## src/rtl/hazard_scoreboard_if.sv

```systemverilog
// ID-stage issue request and hazard response bundle between decode logic and hazard_scoreboard.
interface hazard_scoreboard_if #(
   parameter int unsigned REG_BITS  = 5,
   parameter int unsigned CNT_BITS  = 4,
   parameter int unsigned PERF_BITS = 16
);
   localparam int unsigned NUM_REGS = 2 ** REG_BITS;

   logic                  issue_valid;
   logic [REG_BITS-1:0]   issue_rs;
   logic [REG_BITS-1:0]   issue_rt;
   logic                  issue_use_rs;
   logic                  issue_use_rt;
   logic                  issue_we;
   logic [REG_BITS-1:0]   issue_rd;
   logic [CNT_BITS-1:0]   issue_lat;
   logic                  stall;
   logic                  pc_write;
   logic                  ifid_write;
   logic                  idex_bubble;
   logic [NUM_REGS-1:0]   pending_mask;
   logic [PERF_BITS-1:0]  stall_count;

   modport master (
      output issue_valid, issue_rs, issue_rt, issue_use_rs, issue_use_rt,
             issue_we, issue_rd, issue_lat,
      input  stall, pc_write, ifid_write, idex_bubble, pending_mask, stall_count
   );

   modport slave (
      input  issue_valid, issue_rs, issue_rt, issue_use_rs, issue_use_rt,
             issue_we, issue_rd, issue_lat,
      output stall, pc_write, ifid_write, idex_bubble, pending_mask, stall_count
   );
endinterface

```

## src/rtl/hazard_scoreboard.sv

```systemverilog
// ID-stage hazard/stall controller: per-register countdown scoreboard covering RAW, WAW
// and single-writeback-port conflicts for variable-latency units, plus a stall counter.
module hazard_scoreboard #(
   parameter int unsigned REG_BITS  = 5,
   parameter int unsigned MAX_LAT   = 8,
   parameter int unsigned CNT_BITS  = 4,
   parameter int unsigned PERF_BITS = 16
) (
   input  logic                 clock,
   input  logic                 reset,
   hazard_scoreboard_if.slave   bus
);
   localparam int unsigned NUM_REGS = 2 ** REG_BITS;
   localparam logic [CNT_BITS-1:0] MAX_LAT_C = CNT_BITS'(MAX_LAT);

   logic [CNT_BITS-1:0]  cnt_q [NUM_REGS];
   logic [CNT_BITS-1:0]  cnt_d [NUM_REGS];
   logic [MAX_LAT:1]     wb_busy_q, wb_busy_d;
   logic [NUM_REGS-1:0]  pending_q, pending_d;
   logic [PERF_BITS-1:0] stall_count_q, stall_count_d;

   logic [CNT_BITS-1:0]  lat_eff;
   logic                 tracked_write;
   logic                 raw_hit, waw_hit, port_hit;
   logic                 stall_c, accept;

   // Hazard detection against current scoreboard state
   always_comb begin
      lat_eff       = (bus.issue_lat > MAX_LAT_C) ? MAX_LAT_C : bus.issue_lat;
      tracked_write = bus.issue_we && (bus.issue_rd != '0) && (bus.issue_lat != '0);
      raw_hit       = (bus.issue_use_rs && (cnt_q[bus.issue_rs] != '0)) ||
                      (bus.issue_use_rt && (cnt_q[bus.issue_rt] != '0));
      waw_hit       = tracked_write && (cnt_q[bus.issue_rd] > lat_eff);
      port_hit      = 1'b0;
      for (int unsigned i = 1; i <= MAX_LAT; i++) begin
         if ((lat_eff == CNT_BITS'(i)) && wb_busy_q[i]) port_hit = tracked_write;
      end
      stall_c = bus.issue_valid && (raw_hit || waw_hit || port_hit);
      accept  = bus.issue_valid && !stall_c;
   end

   // Next-state: countdowns, writeback reservation ring, saturating stall counter
   always_comb begin
      for (int unsigned r = 0; r < NUM_REGS; r++) begin
         cnt_d[r] = cnt_q[r];
         if (r == 0) begin
            cnt_d[r] = '0;
         end else if (accept && tracked_write && (bus.issue_rd == REG_BITS'(r))) begin
            cnt_d[r] = lat_eff;
         end else if (cnt_q[r] != '0) begin
            cnt_d[r] = cnt_q[r] - CNT_BITS'(1);
         end
         pending_d[r] = (cnt_d[r] != '0);
      end

      wb_busy_d = '0;
      for (int unsigned i = 1; i < MAX_LAT; i++) begin
         wb_busy_d[i] = wb_busy_q[i+1];
         // An L == 1 reservation would land on bit 0, i.e. it is already consumed
         if (accept && tracked_write && (lat_eff == CNT_BITS'(i + 1))) wb_busy_d[i] = 1'b1;
      end

      stall_count_d = stall_count_q;
      if (stall_c && (stall_count_q != '1)) stall_count_d = stall_count_q + PERF_BITS'(1);
   end

   always_ff @(posedge clock) begin
      if (!reset) begin
         for (int unsigned r = 0; r < NUM_REGS; r++) cnt_q[r] <= '0;
         wb_busy_q     <= '0;
         pending_q     <= '0;
         stall_count_q <= '0;
      end else begin
         for (int unsigned r = 0; r < NUM_REGS; r++) cnt_q[r] <= cnt_d[r];
         wb_busy_q     <= wb_busy_d;
         pending_q     <= pending_d;
         stall_count_q <= stall_count_d;
      end
   end

   assign bus.stall        = stall_c;
   assign bus.pc_write     = ~stall_c;
   assign bus.ifid_write   = ~stall_c;
   assign bus.idex_bubble  = stall_c;
   assign bus.pending_mask = pending_q;
   assign bus.stall_count  = stall_count_q;
endmodule

```

## src/flat_wrapper.sv

```systemverilog
// flat-port wrapper written by rule: the top's interface ports become plain ports
module hazard_scoreboard_flat 
#(
   parameter int unsigned REG_BITS  = 5,
   parameter int unsigned MAX_LAT   = 8,
   parameter int unsigned CNT_BITS  = 4,
   parameter int unsigned PERF_BITS = 16
)
  (clock, reset, bus_issue_valid, bus_issue_rs, bus_issue_rt, bus_issue_use_rs, bus_issue_use_rt, bus_issue_we, bus_issue_rd, bus_issue_lat, bus_stall, bus_pc_write, bus_ifid_write, bus_idex_bubble, bus_pending_mask, bus_stall_count);
  hazard_scoreboard_if #(.REG_BITS(REG_BITS), .CNT_BITS(CNT_BITS), .PERF_BITS(PERF_BITS)) bus_i ();
  input  logic clock;
  input  logic reset;
  input wire logic [$bits(bus_i.issue_valid)-1:0] bus_issue_valid;
  input wire logic [$bits(bus_i.issue_rs)-1:0] bus_issue_rs;
  input wire logic [$bits(bus_i.issue_rt)-1:0] bus_issue_rt;
  input wire logic [$bits(bus_i.issue_use_rs)-1:0] bus_issue_use_rs;
  input wire logic [$bits(bus_i.issue_use_rt)-1:0] bus_issue_use_rt;
  input wire logic [$bits(bus_i.issue_we)-1:0] bus_issue_we;
  input wire logic [$bits(bus_i.issue_rd)-1:0] bus_issue_rd;
  input wire logic [$bits(bus_i.issue_lat)-1:0] bus_issue_lat;
  output wire logic [$bits(bus_i.stall)-1:0] bus_stall;
  output wire logic [$bits(bus_i.pc_write)-1:0] bus_pc_write;
  output wire logic [$bits(bus_i.ifid_write)-1:0] bus_ifid_write;
  output wire logic [$bits(bus_i.idex_bubble)-1:0] bus_idex_bubble;
  output wire logic [$bits(bus_i.pending_mask)-1:0] bus_pending_mask;
  output wire logic [$bits(bus_i.stall_count)-1:0] bus_stall_count;
  assign bus_i.issue_valid = bus_issue_valid;
  assign bus_i.issue_rs = bus_issue_rs;
  assign bus_i.issue_rt = bus_issue_rt;
  assign bus_i.issue_use_rs = bus_issue_use_rs;
  assign bus_i.issue_use_rt = bus_issue_use_rt;
  assign bus_i.issue_we = bus_issue_we;
  assign bus_i.issue_rd = bus_issue_rd;
  assign bus_i.issue_lat = bus_issue_lat;
  assign bus_stall = bus_i.stall;
  assign bus_pc_write = bus_i.pc_write;
  assign bus_ifid_write = bus_i.ifid_write;
  assign bus_idex_bubble = bus_i.idex_bubble;
  assign bus_pending_mask = bus_i.pending_mask;
  assign bus_stall_count = bus_i.stall_count;
  hazard_scoreboard #(.REG_BITS(REG_BITS), .MAX_LAT(MAX_LAT), .CNT_BITS(CNT_BITS), .PERF_BITS(PERF_BITS)) u_core (.clock(clock), .reset(reset), .bus(bus_i));
endmodule
```

## config.mk

```make
export PLATFORM = sky130hd
export DESIGN_NAME = hazard_scoreboard_flat
export DESIGN_NICKNAME = d
export VERILOG_FILES = /design/src/rtl/hazard_scoreboard_if.sv /design/src/rtl/hazard_scoreboard.sv /design/src/flat_wrapper.sv
export SDC_FILE = /design/constraint.sdc
export NUM_CORES = 1
export LEC_CHECK = 0
export CAP_MARGIN = 20
export CORE_MARGIN = 2
export CORE_UTILIZATION = 35
export DETAILED_ROUTE_END_ITERATION = 10
export HOLD_SLACK_MARGIN = 0.06
export SLEW_MARGIN = 0
export SYNTH_ARGS = -nofsm -noshare
export SYNTH_HDL_FRONTEND = slang
export SYNTH_SLANG_ARGS = --single-unit
export TNS_END_PERCENT = 50
```

## constraint.sdc

```tcl
create_clock -name clock -period 16.1 [get_ports clock]
set_input_delay 2.415 -clock clock [delete_from_list [all_inputs] [get_ports clock]]
set_output_delay 2.415 -clock clock [all_outputs]
set_load 0.02 [all_outputs]
```

### After elaboration in Yosys (flattened, before gate mapping)

Memories as Yosys holds them, arrays and structs flattened.
Cells that the tools add are included.

* magnitude comparators: 2
* $add $sub $neg: 32
* mux-type cells: 112
* shift-type cells: 0
* equal/unequal tests: 40
* div/mod/pow operators: 0
* bitwise logic cells: 33
* multipliers: 0
* reductions and logical operators: 125

Operator list (number)
* 2-to-1 mux 4 bit: 95
* nonzero test 4 bit: 65
* subtractor 4 x 1 -> 4 bit, second input constant: 31
* equality test 5 bit, second input constant: 16
* logical AND 1 bit: 55
* equality test 5 x 4 -> 1 bit, second input constant: 8
* OR 1 bit: 32
* equality test 5 x 3 -> 1 bit, second input constant: 4
* 2-to-1 mux 1 bit: 17
* adder 16 x 1 -> 16 bit, second input constant: 1
* equality test 4 x 3 -> 1 bit, second input constant: 4
* != test 16 bit, second input constant: 1
* equality test 5 x 2 -> 1 bit, second input constant: 2
* equality test 4 x 2 -> 1 bit, second input constant: 2
* equality test 5 x 1 -> 1 bit, second input constant: 1
* nonzero test 5 bit: 1
* equality test 4 x 1 -> 1 bit, second input constant: 1
* equality test 4 bit, second input constant: 1
* greater-than comparator 4 bit: 1
* greater-than comparator 4 bit, second input constant: 1
* logical OR 1 bit: 3
* zero test 1 bit: 1
* NOT 1 bit: 1

* memory bits (read-only): 0
* memories: 1
* latch bits: 0
* bits in registers: 56
* word-level logic and storage cells: 350
* memory bits (writable): 128
* bits of input ports: 25
* output and inout bits: 52

Memory list
* u_core.cnt_q: depth 32, bits a word 4, read ports 34, clocked after memory_dff 0, write ports 32, line hazard_scoreboard.sv:16 `logic [CNT_BITS-1:0] cnt_q [NUM_REGS];`

### Logic depth before layout (Yosys ltp)

Gate-level depths: netlist of the first run.

* depth after elaboration: 20
* depth in mapped cells: 22
* gate-level depth less buffers: 15

### Worst setup path after synthesis of the first run

No wires, ideal clock.

* path kind: in2out
* start: input bus_issue_rd[1]
* end: output bus_stall
* path buffers: 5
* data required time: 13685 ps
* setup slack: 7304 ps
* arrival time: 6381 ps
* cell stages on the path: 17
* cell sequence: buf_4 -> buf_6 -> buf_6 -> clkbuf_1 -> mux4_2 -> mux4_2 -> mux2_2 -> ha_1 -> a21oi_1 -> o31ai_1 -> a32o_1 -> a311oi_2 -> a21bo_2 -> nand3_1 -> nand2_1 -> and2_1 -> buf_4

* longest elaborated chain between the ends: 13
* elaborated cells between the ends (all ways): 17
* classes of those cells: order compare (1); mux (8); reduce/logical (7); memory (1)

Ends and longest elaborated chain
* start, declared: line flat_wrapper.sv:19 `input wire logic [$bits(bus_i.issue_rd)-1:0] bus_issue_rd;`
* nonzero test 5 bit: line hazard_scoreboard.sv:30 `tracked_write = bus.issue_we && (bus.issue_rd != '0) && (bus.issue_lat != '0);`
* logical AND 1 bit (2 in series): line hazard_scoreboard.sv:30
* 2-to-1 mux 1 bit (8 in series): line hazard_scoreboard.sv:36 `if ((lat_eff == CNT_BITS'(i)) && wb_busy_q[i]) port_hit = tracked_write;`
* logical OR 1 bit *: line hazard_scoreboard.sv:38 `stall_c = bus.issue_valid && (raw_hit || waw_hit || port_hit);`
* logical AND 1 bit *: line hazard_scoreboard.sv:38
* end, declared: line flat_wrapper.sv:21 `output wire logic [$bits(bus_i.stall)-1:0] bus_stall;`

Every way passes the cells marked *; elsewhere a longest branch is shown, timed or not.

### Worst setup path after layout of the first run

* start: input bus_issue_rd[0]
* end: output bus_stall

Same word-level chain as after synthesis.

==> metrics.cfg, run 1 <==
[global_routing]
grt_pass1_wl_mm = 60.4
antenna_found_initial = 4
grt_overflow = 0
track_usage_pct = 20.1
grt_pass1_vias = 10600
grt_max_degree = 77

[logic_synthesis]
synth_top_area_cell = dfxtp_1
syn_inst = 1465
netlist_top_cells_area = dfxtp_1, mux2i_1, nand2_1
synth_seq_cells = 178
yosysWarnings = 0
synth_nets = 1525
netlist_area_sq_mm = 0.0128
synthTopCellsByCount = nand2_1, dfxtp_1, mux2i_1
synth_cell_types = 79
synth_most_common_cell = nand2_1
syn_avg_cell_area_sq_um = 8.72
synthArstFlopShare_pct = 0
synth_edf_count = 0
synth_top_area_share_pct = 27.9
synth_seq_area_share_pct = 27.9
synth_flop_cell = dfxtp_1

[clock_network]
clkSinkCount = 178
clock_path_buffers = 2
ctsRootBufferMaster = clkbuf_16
clock_latency_ns = 0.45
clk_pin_slew_ns = 0.07
cts_htree_levels = 4
post-cts-setup-buffers = 0
hold_buffers = 0
cts_buffers = 17
cts_resized = 0
cts_tree = yes

[floorplan]
fp-row-count = 69
die_x_microns = 195
initial_core_util_pct = 35.7
dieArea_sq_mm = 0.0380
core_sq_mm = 0.0357
die_y_microns = 195
num_io_pins = 77

[sta]
slew_headroom_pct = 23.2
setup_ws_ns = 6.34
setup_violations = 0
fin_crit_ns = 9.76
fin_tns_setup_ns = 0
slew_violations = 0
skew_ns = 0.0121
max_slew.worst_pin.slew_ns = 1.15
min_period_over_period_pct = 60.6
report.final.hold_viol_count = 0
grt_setup_unrepaired = false
max_freq_mhz = 102

[final_layout]
drive_gt1_share_pct = 10.8
n_fill_cell = 3603
finalNetCount = 1541
multiInputGateArea_sq_mm = 0.00843
area_growth_pct = 11.8
layout.area.seq_sq_mm = 0.00356
instances_no_fill = 1955

[power]
intPower_mw = 1.50
pwr-share-seq_pct = 31.6
p_per_area_mw_per_mm2 = 186
peakVddDrop_mv = 0.0970
p_sw_mw = 1.16
clkPwrFrac_pct = 16.4
design_power_total_mw = 2.66
power_frac_comb_pct = 52.0
swShare_pct = 43.6
leakagePower_nw = 5.89

[critical_path]
crit_fanout = 37
cp.arrival_ns = 7.34
critPathRequiredTime_ns = 13.69
cp-end-kind = primary output
path_class = in -> out
startpoint_type = input port

[run]
maxCapViolCount = 0

[detailed_routing]
ant_nets = 0
routed_wl_mm = 38.0
first_pass_iters = 5
wl_per_cell_microns = 19.4
drc_errors = 0
vias = 11200
drt-vias-per-instance = 5.74
drtIter0Drc = 808

[placement]
gp_congestion = 0.907
placedCellCount = 1923
hpwl_mm = 27.0
pre_cts_ws_ns = 6.42
numPortBuffers = 75

[status]
status = finished, final reports clean

[hold_path]
hold_path_class = reg -> reg

-- power groups by stage --
stage / logic, mW / clock network, mW / registers (mW)
3_5_place_dp: 1.37 / 0 / 0.842
4_1_cts: 1.38 / 0.448 / 0.833
3_3_place_gp: 1.34 / 0 / 0.841
6_report: 1.38 / 0.437 / 0.842
5_1_grt: 1.55 / 0.464 / 0.862
2_1_floorplan: 1.07 / 0 / 0.783
-- stage by stage --
stage | cell area [sq um] | hold slack [ns] | util [%]
floorplan | 12800 | 0.430 | -
global placement | 13700 | 0.461 | 38.3
CTS | 14300 | 0.487 | 39.9
global route | 14300 | 0.511 | 40.0
detailed placement | 13700 | 0.470 | 38.3
finish | 14300 | 0.486 | 40.0
-- worst max-delay path: stages --
cell and delay [ns]:
buf_2 0.70, mux4_2 0.62, mux4_2 0.53, mux2_2 0.31
ha_1 0.36, a21oi_1 0.29, o31ai_1 0.13, a32o_1 0.27
a311oi_2 0.20, a21bo_2 0.26, nand3_1 0.40, nand2_1 0.12
and2_1 0.19, clkdlybuf4s50_1 0.53
-- per-layer routing --
metal / global-route usage [%] / wire length [microns]
met3: 2.97 / 2610
met1: 27.0 / 16700
met2: 33.4 / 17900
met5: 0 / 0
met4: 5.74 / 799
-- worst paths after layout --
check	depth (start not counted)	slack [ns]	to	start
max	14	6.34	bus_stall	bus_issue_rd[0]
max reg2reg	13	10.87	u_core.bus.pending_mask[4]	u_core.cnt_q[12][3]
min reg2reg	2	0.49	u_core.bus.stall_count[4]	u_core.bus.stall_count[4]
min	2	0.49	u_core.bus.stall_count[4]	u_core.bus.stall_count[4]
-- registers in the layout, indices dropped and copies added, names as in the netlist --
name / count
u_core.bus.pending_mask: 31
u_core.wb_busy_q: 7
u_core.cnt_q: 124
u_core.bus.stall_count: 16
-- cell usage in the layout (no fill, tap or decap), types with 7 or more instances in the layout --
cell type        netlist  layout
o211ai_1              33      33
mux4_2                33      33
and3_1                13      13
a211oi_1               8       8
a22oi_1                7       7
o21ai_0               17      17
clkdlybuf4s50_1        0      72
nor2_1               119     119
or3_1                  7       7
o22a_1                 9       9
clkbuf_16              0      17
a32oi_1               21      21
nor3_1                38      38
buf_4                 11      14
nor2b_1               12      11
mux2i_1              168     168
inv_1                 71      71
a31oi_1               14      14
ha_1                  35      35
xnor2_1               51      51
nor4_1                23      23
dfxtp_1              178     178
nand2b_1              23      23
nand4_4               25      25
a21oi_1               67      67
a21o_1                15      15
nand2_1              239     237
mux2_2                25      25
nand4_1               14      14
nand3_1               28      28
-- layout make-up --
type | instances | share of cell area [%]
inverter | 74 | 1.95
clock inverter | 13 | 1.15
clock buffer | 17 | 2.98
timing repair buffer | 88 | 5.85
sequential | 178 | 25.0
multi-input combinational | 1122 | 59.0
antenna | 2 | 0.0350
tap | 461 | 4.04
-- kinds of logic (layout without fill, tap and decap cells) --
| group | Yosys count | after routing | share of synthesized area [%] |
|---|---|---|---|
| simple gates | 577 | 577 | 24.4 |
| compound gates | 230 | 230 | 13.0 |
| mux | 228 | 228 | 21.4 |
| flops | 178 | 178 | 27.9 |
| buf+inv | 165 | 192 | 6.39 |
| xor+xnor | 51 | 51 | 3.50 |
| fa+ha+maj | 35 | 35 | 3.43 |
| other cells | 1 | 3 | 0.0294 |
(Power assumes the default switching activity.)
==> inputs of run 2 (changes only) <==
==> constraint.sdc (replaced) <==
create_clock -name clock -period 9.5 [get_ports clock]
set_input_delay 1.425 -clock clock [delete_from_list [all_inputs] [get_ports clock]]
set_output_delay 1.425 -clock clock [all_outputs]
set_load 0.02 [all_outputs]
==> run 2 against run 1 <==
Compared with the run above: critical path depth rose by 1; cell count is essentially flat; utilization about the same; sequential cell count did not move; global-route usage down 0.30 points; sequential share of layout area about the same; worst setup slack lost 4.6 ns; register-to-register slack got worse by 6.6 ns; critical endpoint unchanged; largest cell class unchanged; highest routed layer unchanged.
==> metrics.cfg, run 2 (same netlist as run 1, synthesis figures left out) <==
[status]
status = finished, final reports clean

[floorplan]
dieArea_sq_mm = 0.0380
die_x_microns = 195
die_y_microns = 195
core_sq_mm = 0.0357
num_io_pins = 77
initial_core_util_pct = 35.7
fp-row-count = 69

[final_layout]
final_cell_mix = nand2_1, dfxtp_1, mux2i_1
regMostFlops = u_core.cnt_q
final_common_cell = nand2_1
area_growth_pct = 11.8
largest_reg_flops = 124
finalNetCount = 1542
diodes = 0
drive_gt1_share_pct = 10.9

[critical_path]
startpoint_type = input port
r2r_start = u_core.cnt_q[14][3]
crit_fanout = 49
critPathRequiredTime_ns = 8.08
cp-end-kind = primary output
r2r_end = u_core.bus.pending_mask[8]
r2r_slack_ns = 4.31
path_class = in -> out
rr_worst_depth = 13
cp.arrival_ns = 6.37

[global_routing]
grt_pass1_vias = 10600
grt_pass1_wl_mm = 59.3
antenna_found_initial = 0
grt_max_degree = 84
grt_overflow = 0
track_usage_pct = 19.8

[detailed_routing]
drt-vias-per-instance = 5.69
first_pass_iters = 6
routed_wl_mm = 37.6
drc_errors = 0
ant_nets = 0
wl_per_cell_microns = 19.2
drtIter0Drc = 940
vias = 11100

[clock_network]
hold_buffers = 0
ctsRootBufferMaster = clkbuf_16
cts_resized = 0
clk_pin_slew_ns = 0.07
clkSinkCount = 178
clock_path_buffers = 2
cts_buffers = 17
clock_latency_ns = 0.46
cts_tree = yes
post-cts-setup-buffers = 0
cts_htree_levels = 4

[sta]
min_period_over_period_pct = 82.0
slew_violations = 0
slew_headroom_pct = 22.3
report.final.hold_viol_count = 0
fin_tns_setup_ns = 0
skew_ns = 0.0135
setup_violations = 0
max_freq_mhz = 128
fin_crit_ns = 7.79
setup_ws_ns = 1.71
grt_setup_unrepaired = false
max_slew.worst_pin.slew_ns = 1.16

[power]
p_sw_mw = 1.98
peakVddDrop_mv = 0.138
intPower_mw = 2.52
p_per_area_mw_per_mm2 = 315
swShare_pct = 43.9
clkPwrFrac_pct = 16.2
pwr-share-seq_pct = 31.6
leakagePower_nw = 5.89
power_frac_comb_pct = 52.2

[placement]
pre_cts_ws_ns = 1.76
numPortBuffers = 75
hpwl_mm = 26.6
gp_congestion = 0.896

[hold_path]
hp-start = u_core.wb_busy_q[5]
hold_path_class = reg -> reg
holdPathEnd = u_core.wb_busy_q[4]
hold_depth = 2

[run]
maxCapViolCount = 0

[run 2: changes by cell type in the layout (fill, tap and decap cells not counted), sizes merged]
cell	change
inv	+3
diode	-2
buf	+1
bufinv	-1
clkbuf	+1
clkinv	-1
[run 2: power by group through the flow]
| stage | clock network [mW] | logic (mW) | registers [mW] |
|---|---|---|---|
| global placement | 0 | 2.28 | 1.43 |
| detailed placement | 0 | 2.32 | 1.42 |
| finish | 0.729 | 2.35 | 1.42 |
| floorplan | 0 | 1.82 | 1.33 |
| CTS | 0.751 | 2.34 | 1.41 |
| global route | 0.777 | 2.61 | 1.45 |
[run 2: critical path: stages]
cell and delay (ns):
buf_2 0.79, mux2_2 0.42, a22o_1 0.18, mux4_2 0.49
mux2_2 0.31, ha_1 0.35, a21oi_1 0.27, o31ai_1 0.12
a32o_1 0.26, a311oi_2 0.20, a21bo_2 0.25, nand3_1 0.39
nand2_1 0.14, and2_1 0.20, clkdlybuf4s50_1 0.53
[run 2: worst max-delay path by stage]
stage	start	endpoint	cells past startpoint
2_1_floorplan	bus_issue_rd[1]	bus_stall	17
3_3_place_gp	bus_issue_rd[1]	bus_stall	15
3_5_place_dp	bus_issue_rd[1]	bus_stall	15
4_1_cts	bus_issue_rd[1]	bus_stall	15
5_1_grt	bus_issue_rd[0]	bus_stall	15
6_report	bus_issue_rd[1]	bus_stall	15
[run 2: layer usage]
metal / track usage [%] / wire [microns] / up-vias
li1: - / - / 5324
met1: 26.0 / 16800 / 5382
met2: 32.9 / 17600 / 374
met3: 3.78 / 2370 / 58
met4: 6.16 / 799 / 0
met5: 0 / 0 / -
[run 2: layout make-up]
type | count | area, sq um
Fill cell | 3602 | 21500
Multi-Input combinational cell | 1122 | 8430
Sequential cell | 178 | 3560
Timing Repair Buffer | 89 | 847
Tap cell | 461 | 577
Clock buffer | 18 | 429
Inverter | 74 | 278
Clock inverter | 14 | 155
[run 2: per-stage QoR]
stage / total power [mW] / utilization [%] / cells / instance area, sq um / hold slack, ns
after floorplan: 3.15 / - / 1465 / 12800 / 0.430
after global placement: 3.70 / 38.3 / 1922 / 13700 / 0.451
after detailed placement: 3.75 / 38.3 / 1923 / 13700 / 0.469
after CTS: 4.50 / 39.9 / 1955 / 14300 / 0.484
after global routing: 4.84 / 40.0 / 1956 / 14300 / 0.512
final: 4.50 / 40.0 / 1956 / 14300 / 0.482
